--- src/rtl/fetch_pkg.sv ---
// rtl/fetch_pkg.sv - shared defaults and FSM state type for the instruction fetch stage
package fetch_pkg;

    localparam int          ADDR_W_DEF   = 32;
    localparam int          DATA_W_DEF   = 32;
    localparam logic [31:0] RESET_PC_DEF = 32'h0000_0000;

    typedef enum logic [1:0] {
        FETCH = 2'd0,
        WAIT  = 2'd1,
        HOLD  = 2'd2,
        DROP  = 2'd3
    } fetch_state_t;

endpackage

--- src/rtl/if_id_reg.sv ---
// rtl/if_id_reg.sv - IF/ID pipeline register with clear/hold/load controls
module if_id_reg
    import fetch_pkg::*;
#(
    parameter int ADDR_W = ADDR_W_DEF,
    parameter int DATA_W = DATA_W_DEF
) (
    input  logic              clk,
    input  logic              reset,
    input  logic              clear,
    input  logic              hold,
    input  logic              load,
    input  logic [DATA_W-1:0] instr_d,
    input  logic [ADDR_W-1:0] pc_d,
    input  logic [ADDR_W-1:0] pc4_d,
    output logic              valid,
    output logic [DATA_W-1:0] instr,
    output logic [ADDR_W-1:0] pc,
    output logic [ADDR_W-1:0] pc4
);

    // clear beats hold beats load; with none of them asserted a bubble is inserted
    always_ff @(posedge clk or negedge reset) begin
        if (!reset) begin
            valid <= 1'b0;
            instr <= '0;
            pc    <= '0;
            pc4   <= '0;
        end else if (clear) begin
            valid <= 1'b0;
        end else if (!hold) begin
            if (load) begin
                valid <= 1'b1;
                instr <= instr_d;
                pc    <= pc_d;
                pc4   <= pc4_d;
            end else begin
                valid <= 1'b0;
            end
        end
    end

endmodule

--- src/rtl/fetch_stage.sv ---
// rtl/fetch_stage.sv - single-outstanding instruction fetch with skid buffer and redirect handling
module fetch_stage
    import fetch_pkg::*;
#(
    parameter int                ADDR_W   = ADDR_W_DEF,
    parameter int                DATA_W   = DATA_W_DEF,
    parameter logic [ADDR_W-1:0] RESET_PC = ADDR_W'(RESET_PC_DEF)
) (
    input  logic              clk,
    input  logic              reset,
    input  logic              id_stall,
    input  logic              redirect,
    input  logic [ADDR_W-1:0] redirect_pc,
    output logic              imem_req,
    output logic [ADDR_W-1:0] imem_addr,
    input  logic              imem_gnt,
    input  logic              imem_rvalid,
    input  logic [DATA_W-1:0] imem_rdata,
    output logic              if_id_valid,
    output logic [DATA_W-1:0] if_id_instr,
    output logic [ADDR_W-1:0] if_id_pc,
    output logic [ADDR_W-1:0] if_id_pc4
);

    fetch_state_t      state, state_nxt;
    logic [ADDR_W-1:0] pc, pc_nxt, pc_plus4;

    logic              skid_valid, skid_valid_nxt;
    logic [DATA_W-1:0] skid_instr, skid_instr_nxt;
    logic [ADDR_W-1:0] skid_pc, skid_pc_nxt;

    logic              ld;
    logic [DATA_W-1:0] ld_instr;
    logic [ADDR_W-1:0] ld_pc;
    logic [ADDR_W-1:0] ld_pc4;

    assign pc_plus4  = pc + ADDR_W'(4);
    assign ld_pc4    = ld_pc + ADDR_W'(4);
    assign imem_req  = (state == FETCH) && reset;
    assign imem_addr = pc;

    always_ff @(posedge clk or negedge reset) begin
        if (!reset) begin
            state      <= FETCH;
            pc         <= RESET_PC;
            skid_valid <= 1'b0;
            skid_instr <= '0;
            skid_pc    <= '0;
        end else begin
            state      <= state_nxt;
            pc         <= pc_nxt;
            skid_valid <= skid_valid_nxt;
            skid_instr <= skid_instr_nxt;
            skid_pc    <= skid_pc_nxt;
        end
    end

    always_comb begin
        state_nxt      = state;
        pc_nxt         = pc;
        skid_valid_nxt = skid_valid;
        skid_instr_nxt = skid_instr;
        skid_pc_nxt    = skid_pc;
        ld             = 1'b0;
        ld_instr       = imem_rdata;
        ld_pc          = pc;

        if (redirect) begin
            pc_nxt         = redirect_pc & ~ADDR_W'(3);
            skid_valid_nxt = 1'b0;
            // A granted or still-pending request belongs to the old path; DROP swallows its response
            case (state)
                FETCH:   state_nxt = imem_gnt ? DROP : FETCH;
                WAIT:    state_nxt = imem_rvalid ? FETCH : DROP;
                DROP:    state_nxt = imem_rvalid ? FETCH : DROP;
                default: state_nxt = FETCH;
            endcase
        end else begin
            case (state)
                FETCH: begin
                    if (imem_gnt) begin
                        state_nxt = WAIT;
                    end
                end
                WAIT: begin
                    if (imem_rvalid) begin
                        pc_nxt = pc_plus4;
                        if (!id_stall) begin
                            ld        = 1'b1;
                            state_nxt = FETCH;
                        end else begin
                            skid_valid_nxt = 1'b1;
                            skid_instr_nxt = imem_rdata;
                            skid_pc_nxt    = pc;
                            state_nxt      = HOLD;
                        end
                    end
                end
                HOLD: begin
                    if (!id_stall) begin
                        ld             = skid_valid;
                        ld_instr       = skid_instr;
                        ld_pc          = skid_pc;
                        skid_valid_nxt = 1'b0;
                        state_nxt      = FETCH;
                    end
                end
                default: begin
                    if (imem_rvalid) begin
                        state_nxt = FETCH;
                    end
                end
            endcase
        end
    end

    if_id_reg #(
        .ADDR_W (ADDR_W),
        .DATA_W (DATA_W)
    ) u_if_id (
        .clk     (clk),
        .reset   (reset),
        .clear   (redirect),
        .hold    (id_stall),
        .load    (ld),
        .instr_d (ld_instr),
        .pc_d    (ld_pc),
        .pc4_d   (ld_pc4),
        .valid   (if_id_valid),
        .instr   (if_id_instr),
        .pc      (if_id_pc),
        .pc4     (if_id_pc4)
    );

endmodule

--- config.mk ---
export PLATFORM = sky130hd
export DESIGN_NAME = fetch_stage
export DESIGN_NICKNAME = d
export VERILOG_FILES = /design/src/rtl/fetch_pkg.sv /design/src/rtl/if_id_reg.sv /design/src/rtl/fetch_stage.sv
export SDC_FILE = /design/constraint.sdc
export NUM_CORES = 1
export LEC_CHECK = 0
export CORE_MARGIN = 1.5
export CORE_UTILIZATION = 51
export DETAILED_ROUTE_END_ITERATION = 10
export GPL_ROUTABILITY_DRIVEN = 0
export GPL_TIMING_DRIVEN = 0
export PLACE_DENSITY = 0.91
export SLEW_MARGIN = 40
export SYNTH_ARGS = -nofsm -noshare
export SYNTH_HDL_FRONTEND = slang
export SYNTH_SLANG_ARGS = --single-unit
--- constraint.sdc ---
create_clock -name clk -period 4.1 [get_ports clk]
set_input_delay 0.82 -clock clk [delete_from_list [all_inputs] [get_ports clk]]
set_output_delay 0.82 -clock clk [all_outputs]
set_load 0.005 [all_outputs]
After elaboration in Yosys (flattened, before gate mapping)
Cells that the tools add are included.
{"block": "word_totals", "reg_bits": 196}
{"block": "classes", "addsub": 2, "n_eq_ne": 8, "mux": 30, "bitwise": 2, "reduce_logical": 13}
{"op": "32-bit 2-to-1 mux", "n": 7}
{"op": "32-bit by 3-bit adder with 32-bit output, second input constant", "n": 2}
{"op": "2-bit 2-to-1 mux", "n": 8}
{"op": "3-bit != test, second input constant", "n": 4}
{"op": "4-bit AND reduction", "n": 3}
{"op": "1-bit 2-to-1 mux", "n": 11}
{"op": "2-bit one-hot mux with 3 select lines", "n": 1}
{"op": "3-bit AND reduction", "n": 2}
{"op": "2-bit equality test, second input constant", "n": 2}
{"op": "1-bit one-hot mux with 2 select lines", "n": 2}
{"op": "2-bit one-hot mux with 2 select lines", "n": 1}
{"op": "2-bit nonzero test", "n": 2}
{"op": "4-bit nonzero test", "n": 1}
{"op": "3-bit nonzero test", "n": 1}
{"op": "2-bit by 1-bit equality test with 1-bit output, second input constant", "n": 1}
{"op": "2-bit logical NOT", "n": 1}
{"op": "2-bit by 1-bit != test with 1-bit output, second input constant", "n": 1}
{"op": "1-bit inverter", "n": 2}
{"op": "2-bit AND reduction", "n": 1}
{"op": "2-bit OR reduction", "n": 1}
{"op": "1-bit logical AND", "n": 1}

Longest topological paths before layout
Gate-level depths: netlist of the first run.
{"block": "logic_depth", "ltp_word": 7, "ltp_mapped": 16}

Hierarchy
Synthesis of the first run repeated with hierarchy kept, for this count alone.
{"block": "unflattened", "hier_cells": 898, "hier_area_um2": 9519.1}
{"mod": "fetch_stage", "n_inst": 1, "cells_each": 692, "area_per_inst_um2": 5906.9}
{"mod": "if_id_reg", "n_inst": 1, "cells_each": 206, "area_per_inst_um2": 3612.2}

Worst setup path before layout of the first run
OpenSTA, ideal clock, no wires.
{"block": "synth_path", "path_kind": "input-to-reg", "startpoint": "in id_stall", "endpoint": "reg u_if_id.pc4[24]", "setup_time_ps": 126, "t_arrival_ps": 3248, "t_required_ps": 3974, "slack_ps": 726, "path_stages": 13, "cell_sequence": "or3b_1 buf_2 buf_4 buf_2 buf_4 buf_2 nand2_1 nand2_1 ha_1 buf_1 o211ai_4 or3_1 a221o_1"}
{"block": "synth_between", "word_cells_on_any_way": 11}
{"item": "start, declared", "line_no": "fetch_stage.sv:11", "source": "input logic id_stall,"}
{"item": "32-bit 2-to-1 mux"}
{"item": "32-bit 2-to-1 mux", "line_no": "fetch_stage.sv:79", "source": "case (state)"}
{"item": "32-bit 2-to-1 mux", "line_no": "fetch_stage.sv:68", "source": "if (redirect) begin"}
{"item": "named net ld_pc[2]", "line_no": "fetch_stage.sv:34", "source": "logic [ADDR_W-1:0] ld_pc;"}
{"item": "32-bit by 3-bit adder with 32-bit output", "line_no": "fetch_stage.sv:38", "source": "assign ld_pc4 = ld_pc + ADDR_W'(4);"}
{"item": "end signal, assigned", "line_no": "if_id_reg.sv:36", "source": "pc4 <= pc4_d;"}
{"item": "end, declared", "line_no": "if_id_reg.sv:19", "source": "output logic [ADDR_W-1:0] pc4"}
The timed path passes the listed nets, and every way through them passes these cells.
A chain may end at the register's enable or synchronous reset.

Worst setup path after layout of the first run
{"block": "layout_path", "startpoint": "in id_stall", "endpoint": "reg u_if_id.pc4[16]"}
Same word-level chain as after synthesis.

==> results of run 1 <==
==> placed cells by master (no fill, tap or decap), drive strengths merged, types with 9 or more instances in the layout <==
master,netlist,layout
clkdlybuf4s50,0,194
dfrtp,192,192
nand2,157,157
o21ai,90,90
mux2,65,65
clkbuf,44,64
mux2i,60,60
nor2,35,35
nand3,26,26
buf,23,25
nor4,22,22
xnor2,21,21
xor2,21,21
nand4,16,16
a21o,12,12
nor3,12,12
and3,9,9
==> sequential cells by signal (all words and copies together) (netlist names) <==
| signal | count |
|---|---|
| u_if_id.instr | 32 |
| skid_pc | 32 |
| skid_valid | 1 |
| state | 2 |
| u_if_id.pc | 30 |
| u_if_id.valid | 1 |
| skid_instr | 32 |
| u_if_id.pc4 | 32 |
| imem_addr | 30 |
==> synth_stat cells, types with 3 or more instances <==
cell type / n
mux2i_1: 59
o31ai_1: 7
ha_1: 7
xor2_1: 21
clkbuf_1: 43
mux2_2: 65
or3_1: 7
buf_4: 7
nor3_1: 11
and3_1: 9
nand3_1: 25
o311ai_0: 5
nor2_1: 35
a31oi_1: 8
nand4_1: 16
a221o_1: 5
o211ai_1: 5
buf_1: 8
and4_1: 5
dfrtp_1: 192
and2_1: 5
a21o_1: 12
nor4_1: 21
o21ai_0: 88
a41oi_1: 3
xnor2_1: 21
a21oi_1: 8
inv_1: 5
nand2_1: 157
o31a_1: 6
buf_2: 8
==> how the worst max path moves through the flow <==
stage                                  to  startpoint  cells past startpoint
after CTS                 u_if_id.pc4[16]    id_stall                     13
after detailed placement  u_if_id.pc4[16]    id_stall                     11
after global routing      u_if_id.pc4[22]    id_stall                     14
after global placement     u_if_id.pc[23]       reset                      1
after floorplan           u_if_id.pc4[24]    id_stall                     13
final                     u_if_id.pc4[16]    id_stall                     13
==> critical path, delay by kind of cell <==
kind,cells,cell delay (ns)
simple gates,4,0.83
buf+inv,6,1.90
fa+ha+maj,1,0.25
compound gates,2,0.47
==> layout make-up <==
class,instances,share of cell area (%)
inverters,5,0.153
flip-flops and latches,192,39.2
multi-input cells,642,34.9
clock inverters,11,0.868
well taps,229,2.34
clock buffers,20,3.81
repair buffers,197,16.4
plain buffers,66,2.33
==> routing by layer <==
layer  part of all wire [%]  vias to the layer above  global-route usage, %
met1                     40                     4025                   37.9
met5                      0                        -                      0
met4                    5.1                        0                   16.1
met3                    8.8                      118                   6.20
met2                     46                      519                   45.1
li1                       -                     3656                      -
==> kinds of logic after synthesis <==
group | count (synthesis)
xor+xnor | 42
mux | 125
fa+ha+maj | 7
compound gates | 161
simple gates | 305
flops | 192
other cells | 1
buf+inv | 72
==> power groups by stage <==
stage	clock network (mW)	registers, mW	logic, mW
after floorplan	0	3.09	1.09
after global placement	0	3.14	2.31
after detailed placement	0	3.18	2.41
after CTS	1.63	3.16	2.45
after global routing	1.69	3.26	2.64
final	1.63	3.19	2.46
==> repair_timing <==
item,4_1_cts,5_1_grt
hold endpoints to repair,0,0
resized for setup,2,2
setup endpoints to repair,9,6
hold buffers,0,0
==> per-stage QoR <==
| step | TNS, ns | worst slack (ns) |
|---|---|---|
| floorplan | 0 | 0.726 |
| CTS | 0 | 0.126 |
| detailed placement | -7.98 | -0.797 |
| global route | 0 | 0.00209 |
| global placement | -1084.68 | -5.60 |
| finish | 0 | 0.132 |
==> summary.md, run 1 <==
| Metric | Value |
|---|---|
| Status | finished clean |
| EDFF count, synth | 0 |
| Final Non-Filler Cells | 1362 |
| Synthesized flop and latch total | 192 |
| Mapped cell area | 0.00935 mm^2 |
| Pin count of the biggest net entering global routing | 73 |
| Slowest Stage Delay on Critical Path | 0.63 ns |
| # Post-CTS Setup Buffers | 0 |
| Fillers | 1215 |
| Post-route cell area | 0.0123 mm^2 |
| I/O pin cnt | 200 |
| Post-Route WL | 27800 um |
| CTS tree | done |
| Die Wd | 138 um |
| IO buf count | 195 |
| CTS H-Tree Depth | 4 |
| Layout Nets | 1198 |
| Multi-input logic area | 0.00427 mm^2 |
| Vias in the first global route | 8278 |
| Clock-pin slew on the worst setup and hold paths | 0.07 ns |
| Ratio of cells with drive above 1 in the final layout | 11.2% |
| Register area | 0.00480 mm^2 |
| DR DRC count | 0 |
| Synth Warn # | 0 |
| Top cell type by total area after synthesis | dfrtp_1 |
| First-pass GRT wire length | 44000 um |
| FF-to-FF setup slack | 0.36 ns |
| Worst Setup Start Kind | input port |
| PD cells | 593 mW/mm^2 |
| Clock network fraction of total power | 22.4% |
| Combinational share of power | 33.8% |
| DRT iter0 DRCs | 961 |
| NetSw | 2.33 mW |
| Crit-path slowest cell | clkdlybuf4s50_1 |
| Largest family of logic cells by synthesized area | simple AND/OR/NAND/NOR gates |
| GRT overflow | 0 |
| CTS max path bufs | 2 |
| Worst clock skew | 0.00793 ns |
| Internal | 4.94 mW |
| Most used DFF post-synth | dfrtp_1 |
| Critical path, cell by cell | clkdlybuf4s50_1, or3b_1, buf_2, buf_4, buf_2, buf_4, buf_2, nand2_1, nand2_1, ha_4, o211ai_4, or3_1, a221o_1 |
| Setup crit end kind | flop |
| Unrepaired setup endpoints after global routing | false |
| Hold WS | 0.277 ns |
| DRT Pass-1 Iters | 6 |
| Routed Antenna Nets | 0 |
| Initial core utilization | 52.1% |
| Flop pwr share | 43.8% |
| Synth Area in Adders | 0.937% |
| Vias per cell | 6.11 |
| Multiplexer share of the synthesized area | 14.4% |
| Dominant cells by area after synthesis | dfrtp_1 (51%), mux2_2 (7.8%), mux2i_1 (6.3%) |
| CP arrival | 4.28 ns |
| Fin util | 68.2% |
| Placed Area | 0.0117 mm^2 |
| Antenna cells | 0 |
| Placed Cells | 1332 |
| GR Util All Layers | 29.0% |
| Reg-to-reg startpoint | state[0] |
| Max frequency | 0.252 GHz |
| Worst path most repeated cell | buf_2 |
| Sw Ratio | 32.0% |
| Period utilisation layout | 96.8% |
| Area Overhead vs Synth | 31.0% |
| Worst-skew pair later-pin latency | 0.44 ns |
| Crit path kind | input port to flop |
| Worst vdd ir | 0.330 mV |
| Die H | 138 um |
| Setup Viol. Count Final | 0 |
| Syn Inst Count | 905 |
| Synth Area in Compound Gates | 10.8% |
| CTS buffer count | 17 |
| R2R cell count | 14 |
| Final Critical Period | 3.97 ns |
| Slew HR | 41.9% |
| XOR/XNOR Fraction of Synth Area | 3.93% |
| Tightest Pin Transition | 0.860 ns |
| Required time of the critical path | 4.42 ns |
| MaxCap Viol Count | 0 |
| Syn_area_per_cell | 10.3 um^2 |
| FF-to-FF End | u_if_id.pc4[16] |
| CP max FO | 10 |
| Core box area | 0.0180 mm^2 |
| Post-DR wirelength/cell | 20.4 um |
| Initial antenna violation count | 0 |
| Leakage | 5.22 nW |
| Dpl hpwl | 19800 um |
| FFs w/ async S/R, synth | 100% |
| Post-synth top area share | 51.4% |
| Post-synthesis cell type count | 55 |
| Vias | 8318 |
| HP Class | input port to asynchronous set/reset pin |
| Placement Rows | 49 |
| Final Max Tran Viols | 0 |
| Fin. Hold Viols | 0 |
| Simple-gate share of the synthesized area | 15.2% |
| Clk sinks | 192 |
| CTS root buffer | clkbuf_16 |
| Total power | 7.27 mW |
| Die area | 0.0192 mm^2 |
| Sequential-to-total area share from yosys stat | 51.4% |
Note: power is estimated with default switching activity, not from simulation.
==> run 2: changes to the inputs <==
--- a/config.mk
+++ b/config.mk
@@ -6,11 +6,11 @@
 export NUM_CORES = 1
 export LEC_CHECK = 0
 export CORE_MARGIN = 1.5
-export CORE_UTILIZATION = 51
+export CORE_UTILIZATION = 46
 export DETAILED_ROUTE_END_ITERATION = 10
 export GPL_ROUTABILITY_DRIVEN = 0
 export GPL_TIMING_DRIVEN = 0
-export PLACE_DENSITY = 0.91
+export PLACE_DENSITY = 0.87
 export SLEW_MARGIN = 40
 export SYNTH_ARGS = -nofsm -noshare
 export SYNTH_HDL_FRONTEND = slang
==> constraint.sdc (replaced) <==
create_clock -name clk -period 3.55 [get_ports clk]
set_input_delay 0.71 -clock clk [delete_from_list [all_inputs] [get_ports clk]]
set_output_delay 0.71 -clock clk [all_outputs]
set_load 0.005 [all_outputs]
==> summary.md, run 2 (synthesis gave the netlist of run 1 again) <==
| Metric | Value |
|---|---|
| Die Wd | 146 um |
| Sw Ratio | 31.8% |
| Total power | 8.32 mW |
| CP arrival | 3.55 ns |
| Post-Route WL | 27500 um |
| CTS root buffer | clkbuf_16 |
| Setup crit end kind | flop |
| R2R cell count | 13 |
| Leakage | 5.21 nW |
| Routed Antenna Nets | 0 |
| Final Max Tran Viols | 0 |
| Slew HR | 38.4% |
| Vias | 8088 |
| GRT overflow | 0 |
| Vias per cell | 5.80 |
| Critical path, cell by cell | inv_1, ha_1, or3b_1, buf_2, buf_8, buf_4, nand2_1, nand2_1, ha_4, o211ai_4, buf_2, nor4_1, a221o_1 |
| DRT Pass-1 Iters | 8 |
| Setup_tns | 0 ns |
| Period utilisation layout | 91.0% |
| Placed Cells | 1368 |
| CTS tree | done |
| Area Overhead vs Synth | 31.2% |
| NetSw | 2.64 mW |
| Worst vdd ir | 0.427 mV |
| Fillers | 1534 |
| Unrepaired setup endpoints after global routing | false |
| Combinational share of power | 34.0% |
| Dpl ws | -1.21 ns |
| CTS max path bufs | 2 |
| Setup Viol. Count Final | 0 |
| GR Util All Layers | 26.1% |
| Initial antenna violation count | 0 |
| IO buf count | 195 |
| MaxCap Viol Count | 0 |
| CTS buffer count | 17 |
| Vias in the first global route | 8010 |
| PD cells | 678 mW/mm^2 |
| Max frequency | 0.310 GHz |
| Worst-skew pair later-pin latency | 0.44 ns |
| DR DRC count | 0 |
| Die H | 146 um |
| Clk sinks | 192 |
| Flop pwr share | 44.0% |
| Core box area | 0.0197 mm^2 |
| FF-to-FF setup slack | 0.32 ns |
| Clock-pin slew on the worst setup and hold paths | 0.07 ns |
| Delay-heaviest family, CP | buffers and inverters |
| HP Class | input port to asynchronous set/reset pin |
| Slowest Stage Delay on Critical Path | 0.42 ns |
| Post_cts resized | 6 |
| # Post-CTS Setup Buffers | 0 |
| Crit path kind | flop to flop |
| First-pass GRT wire length | 43300 um |
| Final Non-Filler Cells | 1395 |
| Initial core utilization | 47.4% |
| Antenna cells | 0 |
| Placement Rows | 51 |
| Most frequent cells in the layout | dfrtp_1 (192), clkdlybuf4s50_1 (192), nand2_1 (157), o21ai_0 (88), mux2_2 (65) |
| Register area | 0.00480 mm^2 |
| Pin count of the biggest net entering global routing | 74 |
| Ratio of cells with drive above 1 in the final layout | 11.0% |
| Layout Nets | 1195 |
| Worst Setup Slack, final | 0.321 ns |
| Internal | 5.67 mW |
| Worst Setup Start Kind | flop |
| Fin. Hold Viols | 0 |
| Post-DR wirelength/cell | 19.7 um |
| CTS H-Tree Depth | 4 |
| Tightest Pin Transition | 0.915 ns |
| DRT iter0 DRCs | 875 |
| Status | finished clean |
| Post-CTS Hold Buffers | 0 |
| Die area | 0.0212 mm^2 |
| Dpl hpwl | 20400 um |
| Final Critical Period | 3.23 ns |
| CP max FO | 19 |
| Required time of the critical path | 3.87 ns |
| CP bufs+invs | 5 |
| Multi-input logic area | 0.00427 mm^2 |
| Crit-path slowest cell | dfrtp_1 |
| Worst clock skew | 0.00744 ns |
| I/O pin cnt | 200 |
| CP Depth | 13 |
| Clock network fraction of total power | 22.0% |
[run 2: layout make-up]
cell class                 instances  area share, %
timing repair buffer             197           16.4
multi-input combinational        642           34.8
buffer                            63           2.29
sequential                       192           39.2
clock buffer                      21           3.75
inverter                           5          0.153
tap                              265           2.70
clock inverter                    10          0.724
[run 2: metal layers]
layer | up-vias | track usage (%) | share of wire [%]
met1 | 3953 | 34.1 | 41
met4 | 0 | 11.8 | 4.2
met2 | 415 | 40.8 | 47
met3 | 95 | 6.61 | 8.0
li1 | 3625 | - | -
met5 | - | 0 | 0
[run 2: power groups by stage]
| stage | Combinational (mW) | Clock (mW) | Sequential [mW] |
|---|---|---|---|
| final | 2.83 | 1.83 | 3.66 |
| after global routing | 3.06 | 1.93 | 3.75 |
| after CTS | 2.83 | 1.83 | 3.64 |
| after detailed placement | 2.80 | 0 | 3.68 |
| after global placement | 2.69 | 0 | 3.62 |
| after floorplan | 1.26 | 0 | 3.57 |
[run 2: through the flow]
| step | utilization, % | instance area [um^2] | hold slack (ns) |
|---|---|---|---|
| global placement | 59.0 | 11600 | 0.460 |
| global route | 62.2 | 12300 | 0.204 |
| finish | 62.2 | 12300 | 0.180 |
| floorplan | - | 9350 | 0.414 |
| CTS | 62.2 | 12300 | 0.194 |
| detailed placement | 59.3 | 11700 | 0.466 |
[run 2: path summary, 6_finish.rpt]
| path | from | endpoint |
|---|---|---|
| min in group clk | u_if_id.instr[0] | u_if_id.instr[0] |
| max reg2reg | state[0] | u_if_id.pc4[26] |
| max | state[0] | u_if_id.pc4[26] |
| max in group asynchronous | reset | imem_addr[21] |
| min reg2reg | u_if_id.instr[0] | u_if_id.instr[0] |
| min | reset | skid_instr[16] |
==> RTL edit: new RTL, flow settings as in run 2 <==
Take the reset off `skid_instr` and load it in a clocked block of its own.
--- a/src/rtl/fetch_stage.sv
+++ b/src/rtl/fetch_stage.sv
@@ -44,15 +44,17 @@
             state      <= FETCH;
             pc         <= RESET_PC;
             skid_valid <= 1'b0;
-            skid_instr <= '0;
             skid_pc    <= '0;
         end else begin
             state      <= state_nxt;
             pc         <= pc_nxt;
             skid_valid <= skid_valid_nxt;
-            skid_instr <= skid_instr_nxt;
             skid_pc    <= skid_pc_nxt;
         end
+    end
+
+    always_ff @(posedge clk) begin
+        skid_instr <= skid_instr_nxt;
     end
 
     always_comb begin
Check against the original RTL: no difference found for any inputs over 4 cycles, from zero or initial values and one cycle with reset low; that may be too few to reach the edited logic, so the function may still have changed.
==> RTL edit against run 2 <==
Power shrank 5.8%. Cell area shrank 0.22%. Wire length shrank 0.98%. Area after synthesis fell by 0.83%. Setup slack got worse by 140 ps. Sequential cell count stayed put. Synthesized cell count increased by 3.6%. Sequential share of layout area grew 1.4 points. Cell count grew 3.0%. Die area is 0.81% lower. Critical endpoint is now u_if_id.pc4[18].
==> RTL edit: results (changes against run 2) <==
[routing]
dr.pass1.iters = 5  ; -3
viasPerCell = 5.66  ; -2.3%
drt_iter0_markers = 759  ; -13%
avgRoutedWirePerCell_um = 19.0  ; -3.9%
wirelength_mm = 27.3  ; -0.98%

[yosys]
yosys-top-cells-area = dfrtp_1 43%, edfxtp_1 10%, nand2_1 9.7%
synth_edf_count = 32  ; +32
ys_seq_area_frac = 0.535  ; +0.0216
async_reset_ff_frac = 0.833  ; -0.167
yosysUniqueCellTypes = 61  ; +11%
synth_common_cells = 239 x nand2_1, 160 x dfrtp_1, 97 x o21ai_0
yosys_warnings = 0  ; unchanged
syn_area_per_cell_um2 = 9.89  ; -4.3%

[critical_path]
worst-path-max-fanout = 10  ; -9
cp.arrival_ps = 3680  ; +130 ps

[clock_tree]
cts_max_level = 4  ; unchanged
clkTransAtPathRegs_ps = 70  ; about the same
cts_buffer_depth = 2  ; unchanged
cts_root_buf = clkbuf_16
cts_buffers = 17  ; unchanged
worstSkewPairLatency_ps = 440  ; about the same

[placed_design]
place_area_um2 = 11600  ; -0.45%
place_inst = 1402  ; +2.5%
post-dp-hpwl_mm = 20.0  ; -1.6%
numPortBuffers = 195  ; unchanged

[sta]
max_slew.worst_pin.slew_ps = 862  ; -53.3 ps
finClkSkew_ps = 11.4  ; +3.99 ps
finalSetupViolCount = 0  ; unchanged

[global_routing]
antenna_found_initial = 1  ; +1
grt_first_pass_wirelength_mm = 43.1  ; -0.35%
grt_max_degree = 58  ; -22%
grt_use_total = 0.259  ; -0.00196
grt_pass1_vias = 7937  ; -0.91%

[finish]
final_nets = 1235  ; +3.3%
drive_gt1_frac = 0.0717  ; -0.0380

[power_and_ir_drop]
vdd_drop_max_mv = 0.362  ; -15%
leakage_nw = 5.25  ; +0.60%

[worst_hold_path]
hold_path.class = primary input to async pin

[outcome]
status = completed

## RTL edit: changes by cell type after synthesis, moves of 10 or more
cell      delta
dfrtp_1     -32
xnor2_1     +12
edfxtp_1    +32
nand2_1     +82
mux2_2      -58
xor2_1      -10
## RTL edit: layout make-up
type	instances	area (µm²)
flip-flops and latches	192	4960
clock buffers	18	429
repair buffers	200	2060
plain buffers	66	323
inverters	10	37.5
well taps	265	332
diodes	1	2.50
multi-input cells	671	3970
clock inverters	14	129
fillers	1574	7350
## RTL edit: worst paths after layout
| path | from | to | slack [ps] | cells after the start |
|---|---|---|---|---|
| worst max-delay path | state[0] | u_if_id.pc4[18] | 180 | 15 |
| worst min-delay path | reset | imem_addr[3] | 170 | 1 |
| worst max register to register | state[0] | u_if_id.pc4[18] | 180 | 15 |
| worst min register to register | u_if_id.pc[9] | u_if_id.pc[9] | 480 | 2 |
| max in group asynchronous | reset | u_if_id.instr[21] | 2450 | 3 |
| min in group clk | u_if_id.pc[9] | u_if_id.pc[9] | 480 | 2 |
## RTL edit: kinds of logic after synthesis
| family | Yosys count | share of synthesized area |
|---|---|---|
| AOI/OAI and AO/OA | 159 | 0.107 |
| xor gates and xnor gates | 44 | 0.0416 |
| adders and majority gates | 7 | 0.00944 |
| buffers and inverters | 76 | 0.0385 |
| DFF | 192 | 0.535 |
| muxes | 63 | 0.0695 |
| other | 1 | 0.000404 |
| and+or+nand+nor | 396 | 0.198 |
## RTL edit: critical path, cell delays in order, from the launching register on
cell and delay (ps):
dfrtp_1 400, inv_1 100, ha_1 270, or3b_4 280, buf_6 160, buf_6 180
buf_6 170, nand2_1 80, nand2_1 130, ha_4 190, nand2_1 60, or4_4 450
a22oi_4 270, buf_6 170, xor2_1 180, o21ai_0 100
## RTL edit: power by group
part,internal [W],switching (W)
combinational,0.00139,0.00118
clock,0.000978,0.000883
sequential,0.00290,0.000506
## RTL edit: stage by stage
step / hold slack, ps / TNS [ps] / worst slack, ps / power, W / util
finish: 172 / 0 / 177 / 0.00784 / 0.625
global route: 197 / 0 / 11.6 / 0.00822 / 0.625
CTS: 181 / 0 / 54.2 / 0.00781 / 0.623
detailed placement: 469 / -4590 / -644 / 0.00595 / 0.595
global placement: 455 / -803500 / -4750 / 0.00580 / 0.590
floorplan: 414 / 0 / 458 / 0.00440 / -
## RTL edit: routing by layer
layer  share of wire  global-route usage  up-vias
met5               0                   0        -
met2            0.47               0.412      409
met1            0.43               0.347     3964
met3           0.072              0.0500       73
li1                -                   -     3690
met4           0.033               0.106        0
## RTL edit: what timing repair did
| action | in CTS | in global routing |
|---|---|---|
| setup buffers | 1 | 1 |
| endpoints found under the hold margin | 0 | 0 |
| setup endpoints to repair | 7 | 5 |
| gates resized for setup | 0 | 5 |
| pin swaps | 1 | 0 |
